`config.mk`:
```
export PLATFORM = sky130hd
export DESIGN_NAME = decoder_scan_nxm_flat
export DESIGN_NICKNAME = d
export VERILOG_FILES = /design/src/rtl/decoder_scan_nxm_pkg.sv /design/src/rtl/decoder_scan_nxm_if.sv /design/src/rtl/decoder_scan_nxm_scan_prescaler.sv /design/src/rtl/decoder_scan_nxm.sv /design/src/flat_wrapper.sv
export SDC_FILE = /design/constraint.sdc
export NUM_CORES = 1
export LEC_CHECK = 0
export ABC_AREA = 1
export CAP_MARGIN = 25
export CORE_ASPECT_RATIO = 0.5
export CORE_UTILIZATION = 30
export CTS_CLUSTER_SIZE = 25
export DETAILED_ROUTE_END_ITERATION = 10
export PLACE_DENSITY = 0.48
export SLEW_MARGIN = 20
export SYNTH_ARGS = -nofsm -noshare
export SYNTH_HDL_FRONTEND = slang
export SYNTH_SLANG_ARGS = --single-unit
```
`constraint.sdc`:
```
create_clock -name clk -period 3 [get_ports clk]
set_clock_uncertainty 0.1 [all_clocks]
set_input_delay 0.3 -clock clk [delete_from_list [all_inputs] [get_ports clk]]
set_output_delay 0.3 -clock clk [all_outputs]
set_load 0.02 [all_outputs]
```
`src/rtl/decoder_scan_nxm_pkg.sv`:
```
// Shared state and mode definitions for the decoder_scan_nxm line decoder.
package decoder_scan_nxm_pkg;

   typedef enum logic [1:0] {
      IDLE   = 2'd0,
      BLANK  = 2'd1,
      DIRECT = 2'd2,
      SCAN   = 2'd3
   } state_e;

   localparam logic MODE_DIRECT = 1'b0;
   localparam logic MODE_SCAN   = 1'b1;

endpackage

```
`src/rtl/decoder_scan_nxm_if.sv`:
```
// Control, address handshake and line outputs of decoder_scan_nxm.
interface decoder_scan_nxm_if #(
   parameter int unsigned N     = 4,
   parameter int unsigned LINES = 1 << N
);
   logic             en;
   logic             mode;
   logic             in_valid;
   logic             in_ready;
   logic [N-1:0]     in_addr;
   logic [LINES-1:0] out;
   logic [N-1:0]     active_idx;
   logic             step;
   logic             err;

   modport master (
      output en, mode, in_valid, in_addr,
      input  in_ready, out, active_idx, step, err
   );

   modport slave (
      input  en, mode, in_valid, in_addr,
      output in_ready, out, active_idx, step, err
   );
endinterface

```
`src/rtl/decoder_scan_nxm_scan_prescaler.sv`:
```
// Terminal-count prescaler for scan stepping; flags are registered from the next count.
// With DECODER_BBM_EN it also flags the cycle before terminal count.
module decoder_scan_nxm_scan_prescaler #(
   parameter int unsigned PRESCALE = 1000,
   parameter int unsigned CW       = (PRESCALE > 1) ? $clog2(PRESCALE) : 1
) (
   input  logic clk,
   input  logic rst_n,
   input  logic clr,
   input  logic en,
   output logic tc
`ifdef DECODER_BBM_EN
   ,
   output logic pre_tc
`endif
);
   localparam logic [CW-1:0] LAST = CW'(PRESCALE - 1);

   logic [CW-1:0] cnt_q, cnt_d;

   always_comb begin
      cnt_d = cnt_q;
      if (clr) begin
         cnt_d = '0;
      end else if (en) begin
         cnt_d = (cnt_q == LAST) ? '0 : cnt_q + CW'(1);
      end
   end

   // Flags describe the count that will be held after this edge.
   always_ff @(posedge clk or negedge rst_n) begin
      if (!rst_n) begin
         cnt_q  <= '0;
         tc     <= (LAST == '0);
`ifdef DECODER_BBM_EN
         pre_tc <= (CW'(PRESCALE - 2) == '0);
`endif
      end else begin
         cnt_q  <= cnt_d;
         tc     <= (cnt_d == LAST);
`ifdef DECODER_BBM_EN
         pre_tc <= (cnt_d == CW'(PRESCALE - 2));
`endif
      end
   end

endmodule

```
`src/rtl/decoder_scan_nxm.sv`:
```
// Registered N-to-LINES one-hot line decoder with direct (handshake) and scan modes.
// Define DECODER_BBM_EN for break-before-make: one all-zero cycle between different lines.
module decoder_scan_nxm
   import decoder_scan_nxm_pkg::*;
#(
   parameter int unsigned N        = 4,
   parameter int unsigned LINES    = 1 << N,
   parameter int unsigned PRESCALE = 1000
) (
   input logic               clk,
   input logic               rst_n,
   decoder_scan_nxm_if.slave bus
);
   localparam logic [N-1:0] LAST_IDX = N'(LINES - 1);

   if (LINES < 2 || LINES > (1 << N)) begin : g_lines_chk
      $error("decoder_scan_nxm: LINES must be within 2..2**N");
   end
`ifdef DECODER_BBM_EN
   if (PRESCALE < 2) begin : g_prescale_chk
      $error("decoder_scan_nxm: PRESCALE must be >= 2 with break-before-make");
   end
`else
   if (PRESCALE < 1) begin : g_prescale_chk
      $error("decoder_scan_nxm: PRESCALE must be >= 1");
   end
`endif

   state_e           state_q, state_d;
   logic [LINES-1:0] out_q, out_d;
   logic [N-1:0]     idx_q, idx_d;
   logic             step_q, step_d;
   logic             err_q, err_d;
   logic             rdy_q, rdy_d;
   logic             run, tc, accept, addr_ok;
`ifdef DECODER_BBM_EN
   logic             pre_tc;
   logic             pend_q, pend_d;
   logic [N-1:0]     paddr_q, paddr_d;
`endif

   assign run     = (state_q == SCAN) && bus.en && (bus.mode == MODE_SCAN);
   assign accept  = bus.in_valid && rdy_q;
   assign addr_ok = (32'(bus.in_addr) < LINES);

   decoder_scan_nxm_scan_prescaler #(
      .PRESCALE (PRESCALE)
   ) u_prescaler (
      .clk    (clk),
      .rst_n  (rst_n),
      .clr    (!run),
      .en     (run),
      .tc     (tc)
`ifdef DECODER_BBM_EN
      ,
      .pre_tc (pre_tc)
`endif
   );

   // Next state and next registered outputs.
   always_comb begin
      state_d = state_q;
      out_d   = out_q;
      idx_d   = idx_q;
      step_d  = 1'b0;
      err_d   = 1'b0;
      rdy_d   = rdy_q;
`ifdef DECODER_BBM_EN
      pend_d  = pend_q;
      paddr_d = paddr_q;
`endif
      if (!bus.en) begin
         state_d = IDLE;
         out_d   = '0;
         idx_d   = '0;
         rdy_d   = 1'b0;
`ifdef DECODER_BBM_EN
         pend_d  = 1'b0;
`endif
      end else begin
         case (state_q)
            IDLE: begin
               state_d = BLANK;
               out_d   = '0;
               rdy_d   = 1'b0;
            end
            BLANK: begin
               if (bus.mode == MODE_DIRECT) begin
                  state_d = DIRECT;
                  out_d   = '0;
                  rdy_d   = 1'b1;
               end else begin
                  state_d = SCAN;
                  out_d   = LINES'(1);
                  idx_d   = '0;
                  step_d  = 1'b1;
                  rdy_d   = 1'b0;
               end
            end
            DIRECT: begin
               if (bus.mode == MODE_SCAN) begin
                  state_d = BLANK;
                  out_d   = '0;
                  rdy_d   = 1'b0;
`ifdef DECODER_BBM_EN
                  pend_d  = 1'b0;
               end else if (pend_q) begin
                  out_d   = LINES'(1) << paddr_q;
                  idx_d   = paddr_q;
                  pend_d  = 1'b0;
                  rdy_d   = 1'b1;
`endif
               end else if (accept) begin
                  if (!addr_ok) begin
                     err_d = 1'b1;
                  end
`ifdef DECODER_BBM_EN
                  // A different line while one is lit: blank first, drive it next cycle.
                  else if ((out_q != '0) && (bus.in_addr != idx_q)) begin
                     out_d   = '0;
                     pend_d  = 1'b1;
                     paddr_d = bus.in_addr;
                     rdy_d   = 1'b0;
                  end
`endif
                  else begin
                     out_d = LINES'(1) << bus.in_addr;
                     idx_d = bus.in_addr;
                  end
               end
            end
            SCAN: begin
               if (bus.mode == MODE_DIRECT) begin
                  state_d = BLANK;
                  out_d   = '0;
               end else if (tc) begin
                  idx_d  = (idx_q == LAST_IDX) ? '0 : idx_q + N'(1);
                  out_d  = LINES'(1) << idx_d;
                  step_d = 1'b1;
               end
`ifdef DECODER_BBM_EN
               else if (pre_tc) begin
                  out_d = '0;
               end
`endif
            end
            default: begin
               state_d = IDLE;
               out_d   = '0;
               rdy_d   = 1'b0;
            end
         endcase
      end
   end

   always_ff @(posedge clk or negedge rst_n) begin
      if (!rst_n) begin
         state_q <= IDLE;
         out_q   <= '0;
         idx_q   <= '0;
         step_q  <= 1'b0;
         err_q   <= 1'b0;
         rdy_q   <= 1'b0;
`ifdef DECODER_BBM_EN
         pend_q  <= 1'b0;
         paddr_q <= '0;
`endif
      end else begin
         state_q <= state_d;
         out_q   <= out_d;
         idx_q   <= idx_d;
         step_q  <= step_d;
         err_q   <= err_d;
         rdy_q   <= rdy_d;
`ifdef DECODER_BBM_EN
         pend_q  <= pend_d;
         paddr_q <= paddr_d;
`endif
      end
   end

   assign bus.out        = out_q;
   assign bus.active_idx = idx_q;
   assign bus.step       = step_q;
   assign bus.err        = err_q;
   assign bus.in_ready   = rdy_q;

endmodule
```
`src/flat_wrapper.sv`:
```
// flat-port wrapper written by rule: the top's interface ports become plain ports
module decoder_scan_nxm_flat import decoder_scan_nxm_pkg::*;
#(
   parameter int unsigned N        = 4,
   parameter int unsigned LINES    = 1 << N,
   parameter int unsigned PRESCALE = 1000
)
  (clk, rst_n, bus_en, bus_mode, bus_in_valid, bus_in_addr, bus_in_ready, bus_out, bus_active_idx, bus_step, bus_err);
  decoder_scan_nxm_if #(.N(N), .LINES(LINES)) bus_i ();
  input logic clk;
  input logic rst_n;
  input wire logic [$bits(bus_i.en)-1:0] bus_en;
  input wire logic [$bits(bus_i.mode)-1:0] bus_mode;
  input wire logic [$bits(bus_i.in_valid)-1:0] bus_in_valid;
  input wire logic [$bits(bus_i.in_addr)-1:0] bus_in_addr;
  output wire logic [$bits(bus_i.in_ready)-1:0] bus_in_ready;
  output wire logic [$bits(bus_i.out)-1:0] bus_out;
  output wire logic [$bits(bus_i.active_idx)-1:0] bus_active_idx;
  output wire logic [$bits(bus_i.step)-1:0] bus_step;
  output wire logic [$bits(bus_i.err)-1:0] bus_err;
  assign bus_i.en = bus_en;
  assign bus_i.mode = bus_mode;
  assign bus_i.in_valid = bus_in_valid;
  assign bus_i.in_addr = bus_in_addr;
  assign bus_in_ready = bus_i.in_ready;
  assign bus_out = bus_i.out;
  assign bus_active_idx = bus_i.active_idx;
  assign bus_step = bus_i.step;
  assign bus_err = bus_i.err;
  decoder_scan_nxm #(.N(N), .LINES(LINES), .PRESCALE(PRESCALE)) u_core (.clk(clk), .rst_n(rst_n), .bus(bus_i));
endmodule
```
* Word level (Yosys, flattened, before mapping) *
Index checks and enable logic that the tools add are counted.

storage, ports and cells
  bits in registers = 35
  input port bits = 9
  output and inout bits = 23

cells by class
  add/subtract/negate cells = 2
  equality and inequality tests = 17
  shift-type cells = 2
  mux-type cells = 31
  reductions and logical operators = 8

operators by type and width
  kind                     count
  $mux W16                 5
  $pmux W16 S4             1
  $shl A1 B4 Y16 const A   2
  $mux W4                  7
  $eq A10 B10 Y1 const B   2
  $mux W10                 2
  $ne A3 B3 Y1 const B     6
  $pmux W4 S3              1
  $add A10 B1 Y10 const B  1
  $mux W1                  9
  $ne A4 B1 Y1 const B     2
  $pmux W2 S4              1
  $mux W2                  3
  $reduce_and A2 Y1        3
  $reduce_and A6 Y1        1
  $add A4 B1 Y4 const B    1
  $eq A2 B2 Y1 const B     2
  $eq A4 B4 Y1 const B     1
  $ne A4 B3 Y1 const B     1
  $ne A4 B4 Y1 const B     1
  $logic_and A1 B1 Y1      3
  $ne A3 B2 Y1 const B     1
  $pmux W1 S3              1
  $eq A2 B1 Y1 const B     1
  other kinds (2)          2

* Depth between registers and ports, before layout *
  depth after elaboration = 7
  mapped depth = 10
  gate-level depth less buffers = 10

* Cells and area by module *
Synthesis repeated with hierarchy kept, for this count alone.

second synthesis, totals
  cells, all modules = 350
  area, all modules = 2311.0 um^2

by module, submodules not included
  module                           instances  cells an instance  area each (um^2)
  decoder_scan_nxm                 1          249                1634.1
  decoder_scan_nxm_scan_prescaler  1          101                676.9

* Least setup slack after synthesis *
OpenSTA, ideal clock, no wires.

  path type = register to register
  start point = register u_core.idx_q[0] (netlist: u_core.bus.active_idx[0])
  end point = register u_core.out_q[4] (netlist: u_core.bus.out[4])
  library setup time = 0.066 ns
  arrival = 1.587 ns
  path slack = 1.248 ns
  cell stages (with the launch flop) = 11
  period minus slack after synthesis = 1.752 ns
  cell sequence = dfrtp_1 -> ha_1 -> nand2_1 -> inv_1 -> nor2_1 -> inv_1 -> nor3_1 -> nand3_1 -> nand2_1 -> nand2_1 -> nand2_1

on the way
  word-level cells in the longest chain between the ends = 7
  elaborated cells between the ends (all ways) = 8

ends and longest elaborated chain
  item                                                  RTL line                 text
  from (decl)                                           decoder_scan_nxm.sv:31   logic [N-1:0] idx_q, idx_d;
  from (signal assigned)                                decoder_scan_nxm.sv:171  idx_q <= idx_d;
  $add A4 B1 Y4 / $eq A4 B4 Y1 (equally long branches)  decoder_scan_nxm.sv:137  idx_d = (idx_q == LAST_IDX) ? '0 : idx_q + N'(1);
  $mux W4 *                                             decoder_scan_nxm.sv:137
  $shl A1 B4 Y16 *                                      decoder_scan_nxm.sv:138  out_d = LINES'(1) << idx_d;
  $mux W16 *                                            decoder_scan_nxm.sv:136  end else if (tc) begin
  $mux W16 *                                            decoder_scan_nxm.sv:133  if (bus.mode == MODE_DIRECT) begin
  $pmux W16 S4 *                                        decoder_scan_nxm.sv:81   case (state_q)
  $mux W16 *                                            decoder_scan_nxm.sv:72   if (!bus.en) begin
  to (signal assigned)                                  decoder_scan_nxm.sv:170  out_q <= out_d;
  to (decl)                                             decoder_scan_nxm.sv:30   logic [LINES-1:0] out_q, out_d;

Mark *: on every way between the ends. The rest lies on a longest branch, timed or not. The select of a mux whose other input is x is not followed.
A chain may end at the register's enable or synchronous reset.

* Worst setup path in the final report *
  start point = input port bus_mode
  end point = register u_core.out_q[1] (netlist: u_core.bus.out[1])

on the way
  word-level cells in the longest chain between the ends = 3
  elaborated cells between the ends (all ways) = 7

ends and longest elaborated chain
  item                         RTL line                                          text
  from (decl)                  flat_wrapper.sv:13                                input wire logic [$bits(bus_i.mode)-1:0] bus_mode;
  $mux W16 (on tied branches)  decoder_scan_nxm.sv:133, decoder_scan_nxm.sv:101
  $pmux W16 S4                 decoder_scan_nxm.sv:81
  $mux W16                     decoder_scan_nxm.sv:72

Parallel ways exist; a longest one is shown, timed or not.

==> flow_summary.toml <==
[status]
status = "completed"

[power_and_ir_drop]
power_leakage_nw = 1.30
vdd_drop_max_uv = 161
power.total_mw = 1.12
power_density_nw_per_um2 = 422

[synth]
syn_inst = 307
ys_seq_area_share_pct = 41.4
ys_top_cells_by_area = "dfrtp_1 41%, nand2_1 22%, inv_1 5.9%, nor2_1 5.3%, nand3_1 5.2%"
yosys.area.top_type = "dfrtp_1"
syn_area_per_cell_um2 = 6.89
yosysWarnings = 0
ys_types = 26
syn_area_um2 = 2120
synth_nets = 322
ys_ff_latch = 35
synth_top_area_share_pct = 41.4

[global_routing]
track_usage_pct = 15.4
grt_pass1_wl_um = 8820
grt_start_max_net_pins = 36
grt_pass1_vias = 1891
grt_overflow = 0
antenna_found_initial = 0

[setup_path]
cp.required_ps = 3070
reg2regPathDepth = 10
worstSetupPathType = "in2reg"
cp-end-kind = "register"
reg2reg_slack_ps = 1020
start_kind = "primary input"
rr_endpoint = "u_core.bus.out[4]$_DFFE_PN0P_"
arrival_ps = 2060
crit-reg2reg-launch = "u_core.bus.active_idx[1]$_DFFE_PN0P_"
critPathMaxFanout = 18

[die]
num_io_pins = 32
core_area_um2 = 6750
die_w_um = 121
start_util_pct = 31.3
die_h_um = 61.4
num_rows = 21
die_area_um2 = 7410

[detailed_routing]
drc = 0
finalWirelength_um = 5160
detail-route-antenna-nets = 0
viasPerCell = 4.61
drt_iter0_drc = 100
firstDrtPassIters = 4
vias = 2007
wl_per_cell_um = 11.9

[layout]
drive_gt1_share_pct = 6.12
area_growth_syn_to_layout_pct = 25.4
fin_cells = 435
finalNetCount = 357
insertedDiodeCount = 0

[place]
port_buffers = 30
dp_hpwl_um = 3800
placedCellCount = 427
gp_congestion = 0.857
place_ws_ps = 699

[clocking]
cts_buffers = 5
clockBufferDepth = 2
htreeDepth = 2
ctsHoldBuffers = 0
path_clk_slew_ps = 60
cts_setup_buffers = 0
cts_resized = 0
worstSkewPairLatency_ps = 280
cts_sinks = 35
cts_tree = "built"
ctsRootBufferMaster = "clkbuf_16"

[timing]
relSlewSlack_pct = 63.6
rsz0062_at_grt = "no"
period_share_pct = 66.4
hold_viol = 0
fin_crit_ps = 1990
slew_viol_final = 0
setup_tns_ps = 0
fmax_ghz = 0.502
hold_ws_ps = 341
layout_setup_ws_ps = 1010
tightest_slew_ps = 544
finalSetupViolCount = 0

[job]
cap_viol_max_count = 0

[min_path]
hold_class = "in2async"
[worst max-delay path: stages]
cell	delay, ps
clkdlybuf4s50_1	660
nand2_2	130
nor2_4	160
inv_2	70
o21ai_4	430
nor2_2	160
nand2_1	100
nand2_1	50
[placed cells by master, fill, tap and decap left out, drive strengths merged]
cell / n
nand2: 127
clkinv: 2
o21ai: 11
a21oi: 3
nor3: 20
conb: 1
nand3: 22
nor2: 32
a211oi: 1
inv: 36
buf: 1
nand4: 5
a21o: 1
clkdlybuf4s50: 30
dfrtp: 35
ha: 6
clkbuf: 7
o22ai: 3
[how the worst max path moves through the flow]
stage | startpoint | endpoint | cells past startpoint
after floorplan | u_core.bus.active_idx[0]$_DFFE_PN0P_ | u_core.bus.out[4]$_DFFE_PN0P_ | 10
after global placement | bus_mode | u_core.bus.out[2]$_DFFE_PN0P_ | 8
after detailed placement | bus_mode | u_core.bus.out[3]$_DFFE_PN0P_ | 8
after CTS | bus_mode | u_core.bus.out[5]$_DFFE_PN0P_ | 8
after global routing | u_core.bus.active_idx[1]$_DFFE_PN0P_ | u_core.bus.out[14]$_DFFE_PN0P_ | 10
final | bus_mode | u_core.bus.out[1]$_DFFE_PN0P_ | 8
[area by class of cell]
type                            count  area [um^2]
Fill cell                         710         4100
Multi-Input combinational cell    232         1080
Sequential cell                    35          876
Timing Repair Buffer               31          308
Inverter                           37          139
Clock buffer                        7          133
Tap cell                           92          115
Clock inverter                      1         5.00
[synthesized netlist by cell type]
cell,count
clkinv_1,1
o21ai_4,1
ha_1,6
nand3_1,22
o21ai_2,1
buf_2,1
buf_6,1
inv_2,3
o21ai_0,9
nor2_4,1
nand4_1,5
conb_1,1
nor3_4,1
nor3_2,2
inv_1,33
o22ai_1,3
nand2_1,123
a211oi_1,1
nor3_1,17
a21oi_1,3
nor2_1,30
nor2_2,1
dfrtp_1,35
a21o_1,1
nand2_2,4
buf_4,1
[through the flow]
stage	area (um^2)	utilization (%)
finish	2650	39.3
global route	2650	39.3
CTS	2650	39.3
detailed placement	2510	37.2
global placement	2510	37.2
floorplan	2120	-
[state kept, by name, summed over array words and instances (netlist names)]
name                      count
u_core.bus.out               16
u_core.u_prescaler.cnt_q     10
u_core.bus.active_idx         4
u_core.state_q                2
u_core.bus.in_ready           1
u_core.bus.step               1
u_core.u_prescaler.tc         1
[report_power, final]
group / total, mW / internal (mW) / switching (mW) / leakage, nW
Clock: 0.504 / 0.307 / 0.197 / 0.0679
Combinational: 0.124 / 0.0402 / 0.0836 / 0.748
Sequential: 0.491 / 0.481 / 0.0102 / 0.485
Total: 1.12 / 0.828 / 0.291 / 1.30
[layer usage]
metal  part of all wire [%]  vias up  GRT usage, %
met5                      0        -             0
li1                       -     1040             -
met4                   0.70        0          4.41
met1                     52      926          21.4
met3                    3.4        4          3.33
met2                     44       37          24.7
[kinds of logic after synthesis]
group	after synthesis	share of synthesized area [%]
AND/OR/NAND/NOR	206	41.6
buffers and inverters	40	7.69
flip-flops	35	41.4
AO/OA/AOI/OAI	19	5.62
adder cells (fa/ha/maj)	6	3.55
other	1	0.177
Power figures use the tool's default switching activity.
